[config.mk]
export PLATFORM = sky130hd
export DESIGN_NAME = ballot_counter_n
export DESIGN_NICKNAME = d
export VERILOG_FILES = /design/src/rtl/ballot_counter_n.sv
export SDC_FILE = /design/constraint.sdc
export NUM_CORES = 1
export LEC_CHECK = 0
export ABC_AREA = 1
export CAP_MARGIN = 20
export CORE_MARGIN = 2
export CORE_UTILIZATION = 40
export CTS_CLUSTER_DIAMETER = 60
export DETAILED_ROUTE_END_ITERATION = 12
export PLACE_DENSITY_LB_ADDON = 0.3
export SETUP_SLACK_MARGIN = 0.2
export SLEW_MARGIN = 20
export SYNTH_ARGS = -nofsm -noshare
export SYNTH_HDL_FRONTEND = slang
export SYNTH_SLANG_ARGS = --single-unit
export TNS_END_PERCENT = 50
[constraint.sdc]
create_clock -name i_clk -period 4.8 [get_ports i_clk]
set_input_delay 0.72 -clock i_clk [delete_from_list [all_inputs] [get_ports i_clk]]
set_output_delay 0.72 -clock i_clk [all_outputs]
set_load 0.01 [all_outputs]
[src/rtl/ballot_counter_n.sv]
// rtl/ballot_counter_n.sv - parametrised debounced ballot unit with tallies, winner detect and results display
//
// Purpose:
//   N_CAND debounced candidate buttons feed a one-vote-per-voter ballot FSM
//   (IDLE -> ARMED -> ACK). Accepted votes bump saturating per-candidate tallies.
//   A registered winner/tie detector tracks the current leader. In results mode
//   a button press selects which tally is shown on the LED bus.
//
// Ports:
//   i_clk          clock, rising edge
//   i_rst          asynchronous active-high reset
//   i_mode         0 = voting, 1 = results
//   i_voter_enable poll-worker arm request, sampled in IDLE
//   i_button       raw candidate buttons [N_CAND]
//   o_led          LED display [LED_W]
//   o_armed        ballot armed, waiting for a vote
//   o_reject       one-cycle pulse when a valid press is discarded
//   o_winner       index of the highest tally (lowest index on equality)
//   o_tie          two or more candidates share the highest tally
//   o_overflow     sticky: a vote arrived at a saturated tally

module ballot_counter_n #(
    parameter int N_CAND     = 4,
    parameter int CNT_W      = 8,
    parameter int DEBOUNCE   = 10,
    parameter int ACK_CYCLES = 4,
    parameter int LED_W      = 8
) (
    input  logic                      i_clk,
    input  logic                      i_rst,
    input  logic                      i_mode,
    input  logic                      i_voter_enable,
    input  logic [N_CAND-1:0]         i_button,
    output logic [LED_W-1:0]          o_led,
    output logic                      o_armed,
    output logic                      o_reject,
    output logic [$clog2(N_CAND)-1:0] o_winner,
    output logic                      o_tie,
    output logic                      o_overflow
);

    localparam int SEL_W = $clog2(N_CAND);
    localparam int DB_W  = $clog2(DEBOUNCE + 1);
    localparam int ACK_W = $clog2(ACK_CYCLES + 1);

    typedef enum logic [1:0] {
        S_IDLE  = 2'd0,
        S_ARMED = 2'd1,
        S_ACK   = 2'd2
    } state_t;

    // ------------------------------------------------------------------
    // Debouncers: one counter per channel. The valid pulse fires only on
    // the DEBOUNCE-1 -> DEBOUNCE step, so a held button cannot re-fire.
    // ------------------------------------------------------------------
    logic [DB_W-1:0]   r_db_cnt [N_CAND];
    logic [N_CAND-1:0] r_valid;

    always_ff @(posedge i_clk or posedge i_rst) begin
        if (i_rst) begin
            for (int i = 0; i < N_CAND; i++) begin
                r_db_cnt[i] <= '0;
            end
            r_valid <= '0;
        end else begin
            for (int i = 0; i < N_CAND; i++) begin
                if (!i_button[i]) begin
                    r_db_cnt[i] <= '0;
                    r_valid[i]  <= 1'b0;
                end else if (r_db_cnt[i] == DB_W'(DEBOUNCE - 1)) begin
                    r_db_cnt[i] <= DB_W'(DEBOUNCE);
                    r_valid[i]  <= 1'b1;
                end else begin
                    if (r_db_cnt[i] != DB_W'(DEBOUNCE)) begin
                        r_db_cnt[i] <= r_db_cnt[i] + DB_W'(1);
                    end
                    r_valid[i] <= 1'b0;
                end
            end
        end
    end

    // ------------------------------------------------------------------
    // Fixed-priority arbiter: lowest index wins; w_multi flags that at
    // least one other channel was dropped in the same cycle.
    // ------------------------------------------------------------------
    logic [SEL_W-1:0] w_grant_idx;
    logic             w_any;
    logic             w_multi;

    always_comb begin
        w_grant_idx = '0;
        w_any       = 1'b0;
        for (int i = N_CAND - 1; i >= 0; i--) begin
            if (r_valid[i]) begin
                w_grant_idx = SEL_W'(i);
                w_any       = 1'b1;
            end
        end
    end

    // Clearing the lowest set bit leaves something only if two or more were set.
    assign w_multi = |(r_valid & (r_valid - N_CAND'(1)));

    // ------------------------------------------------------------------
    // Ballot FSM state and registered outputs
    // ------------------------------------------------------------------
    state_t           r_state;
    logic [ACK_W-1:0] r_ack_cnt;
    logic             r_armed;
    logic             r_reject;
    logic [LED_W-1:0] r_led;
    logic [SEL_W-1:0] r_sel;

    logic [CNT_W-1:0] r_tally [N_CAND];
    logic             r_overflow;

    logic             w_vote;
    logic             w_ack_next;
    logic [SEL_W-1:0] w_sel_next;
    logic [LED_W-1:0] w_disp;

    // A vote is counted only from ARMED in voting mode; mode=1 cancels first.
    assign w_vote = (r_state == S_ARMED) && !i_mode && w_any;

    // LED shows all ones whenever the FSM will be in ACK after this edge.
    assign w_ack_next = w_vote || ((r_state == S_ACK) && (r_ack_cnt != '0));

    // In results mode a press selects the displayed tally on the same edge
    // the display is reloaded, so the new value appears one edge after the pulse.
    assign w_sel_next = (i_mode && w_any) ? w_grant_idx : r_sel;

    always_comb begin
        w_disp = '0;
        for (int b = 0; b < LED_W && b < CNT_W; b++) begin
            w_disp[b] = r_tally[w_sel_next][b];
        end
    end

    always_ff @(posedge i_clk or posedge i_rst) begin
        if (i_rst) begin
            r_state   <= S_IDLE;
            r_ack_cnt <= '0;
            r_armed   <= 1'b0;
            r_reject  <= 1'b0;
            r_led     <= '0;
            r_sel     <= '0;
        end else begin
            r_reject <= 1'b0;
            r_sel    <= w_sel_next;

            case (r_state)
                S_IDLE: begin
                    if (!i_mode && w_any) begin
                        r_reject <= 1'b1;
                    end
                    if (i_voter_enable && !i_mode) begin
                        r_state <= S_ARMED;
                        r_armed <= 1'b1;
                    end
                end
                S_ARMED: begin
                    if (i_mode) begin
                        r_state <= S_IDLE;
                        r_armed <= 1'b0;
                    end else if (w_any) begin
                        r_state   <= S_ACK;
                        r_armed   <= 1'b0;
                        r_ack_cnt <= ACK_W'(ACK_CYCLES - 1);
                        r_reject  <= w_multi;
                    end
                end
                S_ACK: begin
                    if (!i_mode && w_any) begin
                        r_reject <= 1'b1;
                    end
                    if (r_ack_cnt == '0) begin
                        r_state <= S_IDLE;
                    end else begin
                        r_ack_cnt <= r_ack_cnt - ACK_W'(1);
                    end
                end
                default: begin
                    r_state <= S_IDLE;
                    r_armed <= 1'b0;
                end
            endcase

            if (i_mode) begin
                r_led <= w_disp;
            end else if (w_ack_next) begin
                r_led <= '1;
            end else begin
                r_led <= '0;
            end
        end
    end

    // ------------------------------------------------------------------
    // Saturating tallies; overflow is sticky until reset.
    // ------------------------------------------------------------------
    always_ff @(posedge i_clk or posedge i_rst) begin
        if (i_rst) begin
            for (int i = 0; i < N_CAND; i++) begin
                r_tally[i] <= '0;
            end
            r_overflow <= 1'b0;
        end else if (w_vote) begin
            if (r_tally[w_grant_idx] == {CNT_W{1'b1}}) begin
                r_overflow <= 1'b1;
            end else begin
                r_tally[w_grant_idx] <= r_tally[w_grant_idx] + CNT_W'(1);
            end
        end
    end

    // ------------------------------------------------------------------
    // Winner / tie detection, registered one cycle behind the tallies.
    // ------------------------------------------------------------------
    logic [CNT_W-1:0] w_max;
    logic [SEL_W-1:0] w_max_idx;
    logic             w_seen;
    logic             w_tie;
    logic [SEL_W-1:0] r_winner;
    logic             r_tie;

    always_comb begin
        w_max     = r_tally[0];
        w_max_idx = '0;
        for (int i = 1; i < N_CAND; i++) begin
            if (r_tally[i] > w_max) begin
                w_max     = r_tally[i];
                w_max_idx = SEL_W'(i);
            end
        end
        w_seen = 1'b0;
        w_tie  = 1'b0;
        for (int i = 0; i < N_CAND; i++) begin
            if (r_tally[i] == w_max) begin
                if (w_seen) begin
                    w_tie = 1'b1;
                end
                w_seen = 1'b1;
            end
        end
    end

    always_ff @(posedge i_clk or posedge i_rst) begin
        if (i_rst) begin
            r_winner <= '0;
            r_tie    <= 1'b1;
        end else begin
            r_winner <= w_max_idx;
            r_tie    <= w_tie;
        end
    end

    assign o_led      = r_led;
    assign o_armed    = r_armed;
    assign o_reject   = r_reject;
    assign o_winner   = r_winner;
    assign o_tie      = r_tie;
    assign o_overflow = r_overflow;

endmodule

**Yosys cells after proc, flatten, opt, wreduce, memory -nomap -nowiden**

Index checks and enable logic that the tools add are counted.

- Flip-flop bits (word level): 73
- Input port bits: 8
- Output and inout bits: 14

- $add $sub $neg: 7
- Order comparisons: 6
- Equality and inequality tests: 25
- Multiplexer cells: 72
- Bitwise operators: 5
- Reductions and logical operators: 20

Operator list:

| kind | count |
|---|---|
| $mux 8 | 10 |
| $mux 4 | 12 |
| $bmux 8 s2 | 2 |
| $bwmux 32 | 1 |
| $eq 8x8->1 | 4 |
| $mux 1 | 28 |
| $gt 8x8->1 | 3 |
| $mux 2 | 11 |
| $add 4x1->4 const B | 4 |
| $demux 8 s2 | 1 |
| $eq 4x4->1 const B | 4 |
| $ne 4x4->1 const B | 4 |
| $ne 3x1->1 const B | 4 |
| $mux 3 | 3 |
| $add 8x1->8 const B | 1 |
| $eq 8x8->1 const B | 1 |
| $ne 2x2->1 const B | 4 |
| $logic_and 1x1->1 | 7 |
| $ge 3x3->1 const B | 2 |
| $not 2->3 | 2 |
| $pmux 2 s3 | 1 |
| $pmux 3 s2 | 1 |
| $reduce_and 3->1 | 2 |
| $and 4x4->4 | 1 |
| 20 further kinds | 22 |

**Logic depth before layout (Yosys ltp)**

Gate-level depths: netlist of run 1.

- Word-level depth: 14
- Gate-level depth with buffers: 44
- Mapped depth without buffers: 42

**Worst setup path after synthesis of run 1**

Ideal clock, no wire load.

- Path type: reg2reg
- Start: reg r_tally[30] (netlist bit)
- End: reg r_tie, in the netlist o_tie
- Library setup time: 0.075 ns
- Arrival: 4.383 ns
- Path slack: 0.342 ns
- Stages on the path, launching flop included: 37
- Path buffers: 3
- Clock period less this slack: 4.458 ns
- Cells stage by stage: dfrtp_1 > inv_1 > ha_1 > nand2_1 > nor2_1 > nand4_1 > nand2_1 > buf_2 > nand2_1 > nand2_1 > inv_1 > ha_1 > a21oi_1 > o21a_1 > nand2_1 > nand2_1 > inv_2 > buf_2 > nand2_1 > nand2_1 > ha_1 > a21oi_1 > o21ai_0 > nand2_1 > nand3_1 > nand2_1 > inv_1 > clkbuf_1 > nand2_1 > nand3_1 > nand2_1 > nand2_1 > nor2_1 > nand2_1 > nand2_1 > nor2_1 > nor2_1

- Longest elaborated chain between the ends: 14
- Elaborated cells on any way between the ends: 19
- Those cells by class: 3 x order compare; 4 x eq/ne; 12 x mux

RTL lines:

| item | line | RTL |
|---|---|---|
| from (decl) | 115 | `logic [CNT_W-1:0] r_tally [N_CAND];` |
| from (signal, indexed assignment) | 212 | `r_tally[w_grant_idx] <= r_tally[w_grant_idx] + CNT_W'(1);` |
| $gt 8x8->1 | 231 | `if (r_tally[i] > w_max) begin` |
| $mux 8 | 231 |  |
| $gt 8x8->1 | 231 |  |
| $mux 8 | 231 |  |
| $gt 8x8->1 | 231 |  |
| $mux 8 | 231 |  |
| $eq 8x8->1 | 239 | `if (r_tally[i] == w_max) begin` |
| $mux 1 | 239 |  |
| $mux 1 | 240 | `if (w_seen) begin` |
| $mux 1 | 239 |  |
| $mux 1 | 240 |  |
| $mux 1 | 239 |  |
| $mux 1 | 240 |  |
| $mux 1 * | 239 |  |
| named net w_tie | 223 | `logic w_tie;` |
| to (signal assigned) | 254 | `r_tie <= w_tie;` |
| to (decl) | 225 | `logic r_tie;` |

The timed path passes the listed nets; every way through them passes the cells marked *.
A chain may end at the register's enable or synchronous reset.

**Worst setup path in the final report of run 1**

- Start: reg r_tally[31] (netlist bit)
- End: reg r_tie, in the netlist o_tie

Same word-level chain as after synthesis.

==> impl_results.md, run 1 <==
- Status: finished, final reports clean
- Synth top area share: 0.3273
- Pre-CTS setup slack: -0.07642 ns
- Worst reg2reg endpoint: o_tie
- Period utilisation layout: 0.9707
- Layout area overhead: 33.48%
- Worst-skew pair later-pin latency: 0.35 ns
- Largest net degree at the start of global routing: 43
- RSZ-0062 raised after global routing: yes
- # diodes: 0
- Layout cells sized above 1: 0.2940
- Vias in the first global route: 5,358
- Post-Syn Area: 0.005504 mm2
- Hold Path Depth: 1
- First-pass DRT Iterations: 5
- Post-synth EDFFs: 0
- CTS sink count: 73
- Setup TNS: 0 ns
- Final GP Congestion: 0.9263
- WL/cell: 16.99 um
- Post-route cell area: 0.007347 mm2
- CP dominant cell by count: nor2_1
- Final hold violations: 0
- Max Root-Sink Buffers: 2
- Crit path max-delay cell type: dfrtp_1
- Total CTS buffers: 9
- Register area share after synthesis: 0.3321
- Initial antenna violation count: 0
- Max-cap violations: 0
- Most frequent cell after synthesis: nand2_1
- Net Count, Synth: 816
- Hold Startpoint: o_overflow
- Overflow after GRT: 0
- Ys Warns: 0
- Die X-Extent: 121.3 um
- Vias: 5,593
- H-tree lvl count: 3
- First-pass GRT wire length: 26,820 um
- Max-Slew Margin vs Limit: 0.3589
- Reg2Reg Setup Slack: 0.14 ns
- GRT Total Usage: 0.2333
- Die area: 0.01471 mm2
- Ports: 22
- Register clock-pin slew on the reported worst setup and hold paths: 0.06 ns
- CP Class: flop to flop
- Syn avg cell area: 7.157 um2
- Fin util: 0.5504
- Initial drt markers: 459
- Placed cell area: 0.006095 mm2
- Row Count: 42
- CP max FO: 13
- Post-synthesis cell type count: 41
- Reg2Reg Depth: 34
- Worst clock skew: 0.006165 ns
- Vert. Die Dim: 121.3 um
- Top cells by area, synth: dfrtp_1 (33%), nand2_1 (14%), nand3_1 (10%), ha_1 (8.9%), inv_1 (6.1%)
- Hpwl dp: 12,040 um
- Via density: 5.505
- Gate Count Post-Synth: 769
- Drc violations: 0
- #FFs+latches synth: 73
- Port bufs: 21
- Data required time of the worst path: 5.08 ns
- Crit start category: flop
- Initial cell density of the core: 0.4124
- Synth area leader: dfrtp_1
- Hold path endpoint: o_overflow
- Hold buffer count at CTS: 0
- Upper clock frequency limit: 214.6 MHz
- Critical Path AT: 4.93 ns
- Top cells by count, synth: nand2_1 (198), nand3_1 (112), inv_1 (89)
- Root Buffer: clkbuf_16
- Setup ws final: 0.1406 ns
- Antenna Nets Post-Route: 0
- CTS tree: yes
- Core Box Area: 0.01335 mm2
- Final setup fails: 0
- Worst hold path class: flop to flop
- Drt total wl: 17,260 um
- Minimum clock period: 4.659 ns
- Max Slew Vio Count: 0
- Asr flop ratio synth: 1.000
- CP Capture Type: flop
- Actual slew at the worst max-slew pin: 0.9615 ns
- Max incr delay on CP: 0.36 ns
- Synth Flop Type: dfrtp_1
- Worst R2R Start: r_tally[31]
- Nets@finish: 882
area by class of cell:
type / instances / area [um2]
repair inverters: 1 / 5.005
flip-flops and latches: 73 / 1828
clock inverters: 6 / 66.31
repair buffers: 71 / 690.7
multi-input cells: 578 / 3908
fillers: 1256 / 6001
clock buffers: 10 / 239.0
well taps: 176 / 220.2
inverters: 101 / 390.4
sequential cells by signal (all words and copies together) (netlist names):
register,count
r_ack_cnt,3
o_winner,2
o_overflow,1
r_tally,32
r_db_cnt,16
r_state,2
o_led,8
o_reject,1
r_sel,2
o_armed,1
r_valid,4
o_tie,1
worst max-delay path by stage:
stage / from / endpoint / slack (ns) / cells past startpoint
2_1_floorplan: r_tally[30] / o_tie / 0.34 / 36
3_3_place_gp: r_tally[31] / o_tie / -0.07 / 35
3_5_place_dp: r_tally[31] / o_tie / -0.08 / 35
4_1_cts: r_tally[31] / o_tie / 0.21 / 38
5_1_grt: r_tally[27] / o_tie / -0.12 / 40
6_report: r_tally[31] / o_tie / 0.14 / 34
worst max-delay path, delay by kind of cell (launching register included):
family	cells	cell delay [ns]
and+or+nand+nor	22	2.28
DFF	1	0.36
AOI/OAI and AO/OA	3	0.46
adders and majority gates	3	0.67
buffers and inverters	6	0.79
routing by layer:
layer	wire (um)	vias to the layer above	track usage
li1	-	2681	-
met1	7095	2644	0.2914
met2	8289	206	0.3817
met3	1080	62	0.05404
met4	797	0	0.1078
met5	0	-	0
per-stage QoR:
step,cells,hold slack (ns)
2_1_floorplan,769,0.4799
3_3_place_gp,980,0.4655
3_5_place_dp,980,0.4698
4_1_cts,1001,0.4833
5_1_grt,1016,0.4968
6_report,1016,0.4731
kinds of logic (layout without fill, tap and decap cells):
logic type	count (synthesis)	count (layout)	synth area share
and+or+nand+nor	402	402	0.3237
AOI/OAI and AO/OA	125	125	0.1496
buffers and inverters	118	189	0.08684
DFF	73	73	0.3321
adders and majority gates	39	39	0.08866
xor gates and xnor gates	12	12	0.01910
cells in the final DEF (no fill, tap or decap), types with 24 or more instances in the layout:
cell type,instances
nand2_1,140
nand3_1,85
inv_1,81
dfrtp_1,72
nor2_1,54
buf_4,39
nand2_2,36
o21ai_2,29
nand2_4,24
o21ai_0,24
timing repair:
| action | CTS | global route |
|---|---|---|
| setup buffers | 4 | 12 |
| resized for setup | 25 | 148 |
| setup endpoints to repair | 1 | 1 |
| pin swaps | 5 | 52 |
| gates cloned | 1 | 3 |
Power of run 1 is not shown: default switching activity piles up to over one toggle a cycle in this logic, so the estimate is an artifact.
==> inputs of run 2 (changes only) <==
Settings changed: GPL_TIMING_DRIVEN set to 0.
==> run 2 against run 1 <==
Compared with the run above:
- sequential share of layout area is 0.76 points lower
- highest routed layer unchanged
- largest cell class unchanged
- count of clock-buffer cells in the layout rose by 1
- final area increased by 4.0%
==> impl_results.md, run 2 (same netlist as run 1, synthesis figures left out) <==
- Status: finished, final reports clean
- Period utilisation layout: 0.9839
- Data required time of the worst path: 5.07 ns
- Register clock-pin slew on the reported worst setup and hold paths: 0.06 ns
- CP max FO: 7
- Vert. Die Dim: 121.3 um
- Antenna Nets Post-Route: 0
- First-pass DRT Iterations: 5
- Nets@finish: 906
- WL/cell: 17.71 um
- Critical Path AT: 4.99 ns
- Hold Startpoint: o_armed
- CP Class: flop to flop
- CTS sink count: 73
- Initial antenna violation count: 0
- Drc violations: 0
- Drt total wl: 18,400 um
- Hpwl dp: 12,140 um
- Crit path max-delay cell type: dfrtp_2
- # diodes: 0
- Max Slew Vio Count: 0
- Worst clock skew: 0.009914 ns
- Total CTS buffers: 9
- CP dominant cell by count: nand2_4
- First-pass GRT wire length: 28,350 um
- Setup TNS: 0 ns
- H-tree lvl count: 3
- Via density: 5.654
- Die X-Extent: 121.3 um
- Layout area overhead: 38.80%
- Fin cells: 1,039
- Max FFs per register: 32
- Final setup fails: 0
- Ports: 22
- Actual slew at the worst max-slew pin: 0.6208 ns
- CTS tree: yes
- Post-Place Cells: 967
- Final GP Congestion: 0.9886
- Largest net degree at the start of global routing: 40
- GRT Total Usage: 0.2496
- Vias in the first global route: 5,468
- RSZ-0062 raised after global routing: yes
- Upper clock frequency limit: 211.7 MHz
- Root Buffer: clkbuf_16
- CP Capture Type: flop
- Minimum clock period: 4.723 ns
- Max incr delay on CP: 0.44 ns
- Worst R2R Start: r_tally[29]
- Overflow after GRT: 0
- Vias: 5,874
- Max-Slew Margin vs Limit: 0.5834
- Port bufs: 21
- Crit start category: flop
- Biggest register: r_tally
- Commonest cells after routing, fill and taps aside: nand2_1 (140), nand3_1 (89), inv_1 (75)
- Row Count: 42
- Worst hold path class: flop to flop
- Worst-skew pair later-pin latency: 0.35 ns
- Most common cell after layout, fill and taps aside: nand2_1
- Max-cap violations: 0
- Initial drt markers: 733
- Initial cell density of the core: 0.4124
- Final hold violations: 0
- Die area: 0.01471 mm2
- Core Box Area: 0.01335 mm2
- Max Root-Sink Buffers: 2
- Layout cells sized above 1: 0.3279
- Worst Setup SP: r_tally[29]
## run 2: cell count changes in the layout (fill, tap and decap cells not counted), sizes merged
cell / change
clkinv: -5
bufinv: +1
buf: +18
clkbuf: +8
clkinvlp: +1
## run 2: critical path: cells and delay by family, from the launching register on
| kind | cells | cell delay (ns) |
|---|---|---|
| compound gates | 3 | 0.31 |
| fa+ha+maj | 3 | 0.76 |
| buf+inv | 9 | 0.84 |
| flops | 1 | 0.44 |
| simple gates | 24 | 2.24 |
## run 2: cell type report
cell class | instances | area (um2)
inverters | 101 | 414.1
fillers | 1181 | 5708
clock inverters | 4 | 76.32
multi-input cells | 578 | 3895
plain buffers | 17 | 203.9
clock buffers | 11 | 252.7
flip-flops and latches | 73 | 1843
repair buffers | 79 | 734.5
well taps | 176 | 220.2
## run 2: what timing repair did
item	in CTS	in global routing
buffers inserted	32	21
resized for setup	150	74
endpoints found under the setup margin	3	1
hold buffers	0	0
pin swaps	38	61
cloned	3	1
## run 2: per-stage QoR
| step | cell area [um2] | util | worst slack (ns) | hold WS, ns |
|---|---|---|---|---|
| 5_1_grt | 7640 | 0.5724 | -0.1632 | 0.4929 |
| 3_5_place_dp | 5957 | 0.4463 | -1.338 | 0.4629 |
| 6_report | 7640 | 0.5724 | 0.07742 | 0.4695 |
| 3_3_place_gp | 5934 | 0.4446 | -1.316 | 0.4553 |
| 2_1_floorplan | 5504 | - | 0.3417 | 0.4799 |
| 4_1_cts | 7117 | 0.5332 | 0.2041 | 0.4748 |
## run 2: layer usage
metal  vias up  track usage  share of wire
met3        93      0.04417          0.076
met2       336       0.4010           0.47
met4         0       0.1264          0.055
met1      2709       0.3219           0.40
met5         -            0              0
li1       2736            -              -
## run 2: path summary, 6_finish.rpt
| path | to | slack (ns) | cells after the start |
|---|---|---|---|
| setup reg to reg | o_tie | 0.08 | 39 |
| hold / removal | o_armed | 0.47 | 2 |
| setup / recovery | o_tie | 0.08 | 39 |
| hold reg to reg | o_armed | 0.47 | 2 |
| max in group asynchronous | o_tie | 3.43 | 3 |
| min in group asynchronous | r_db_cnt[10] | 0.74 | 2 |
Power of run 2 is left out for the same reason.
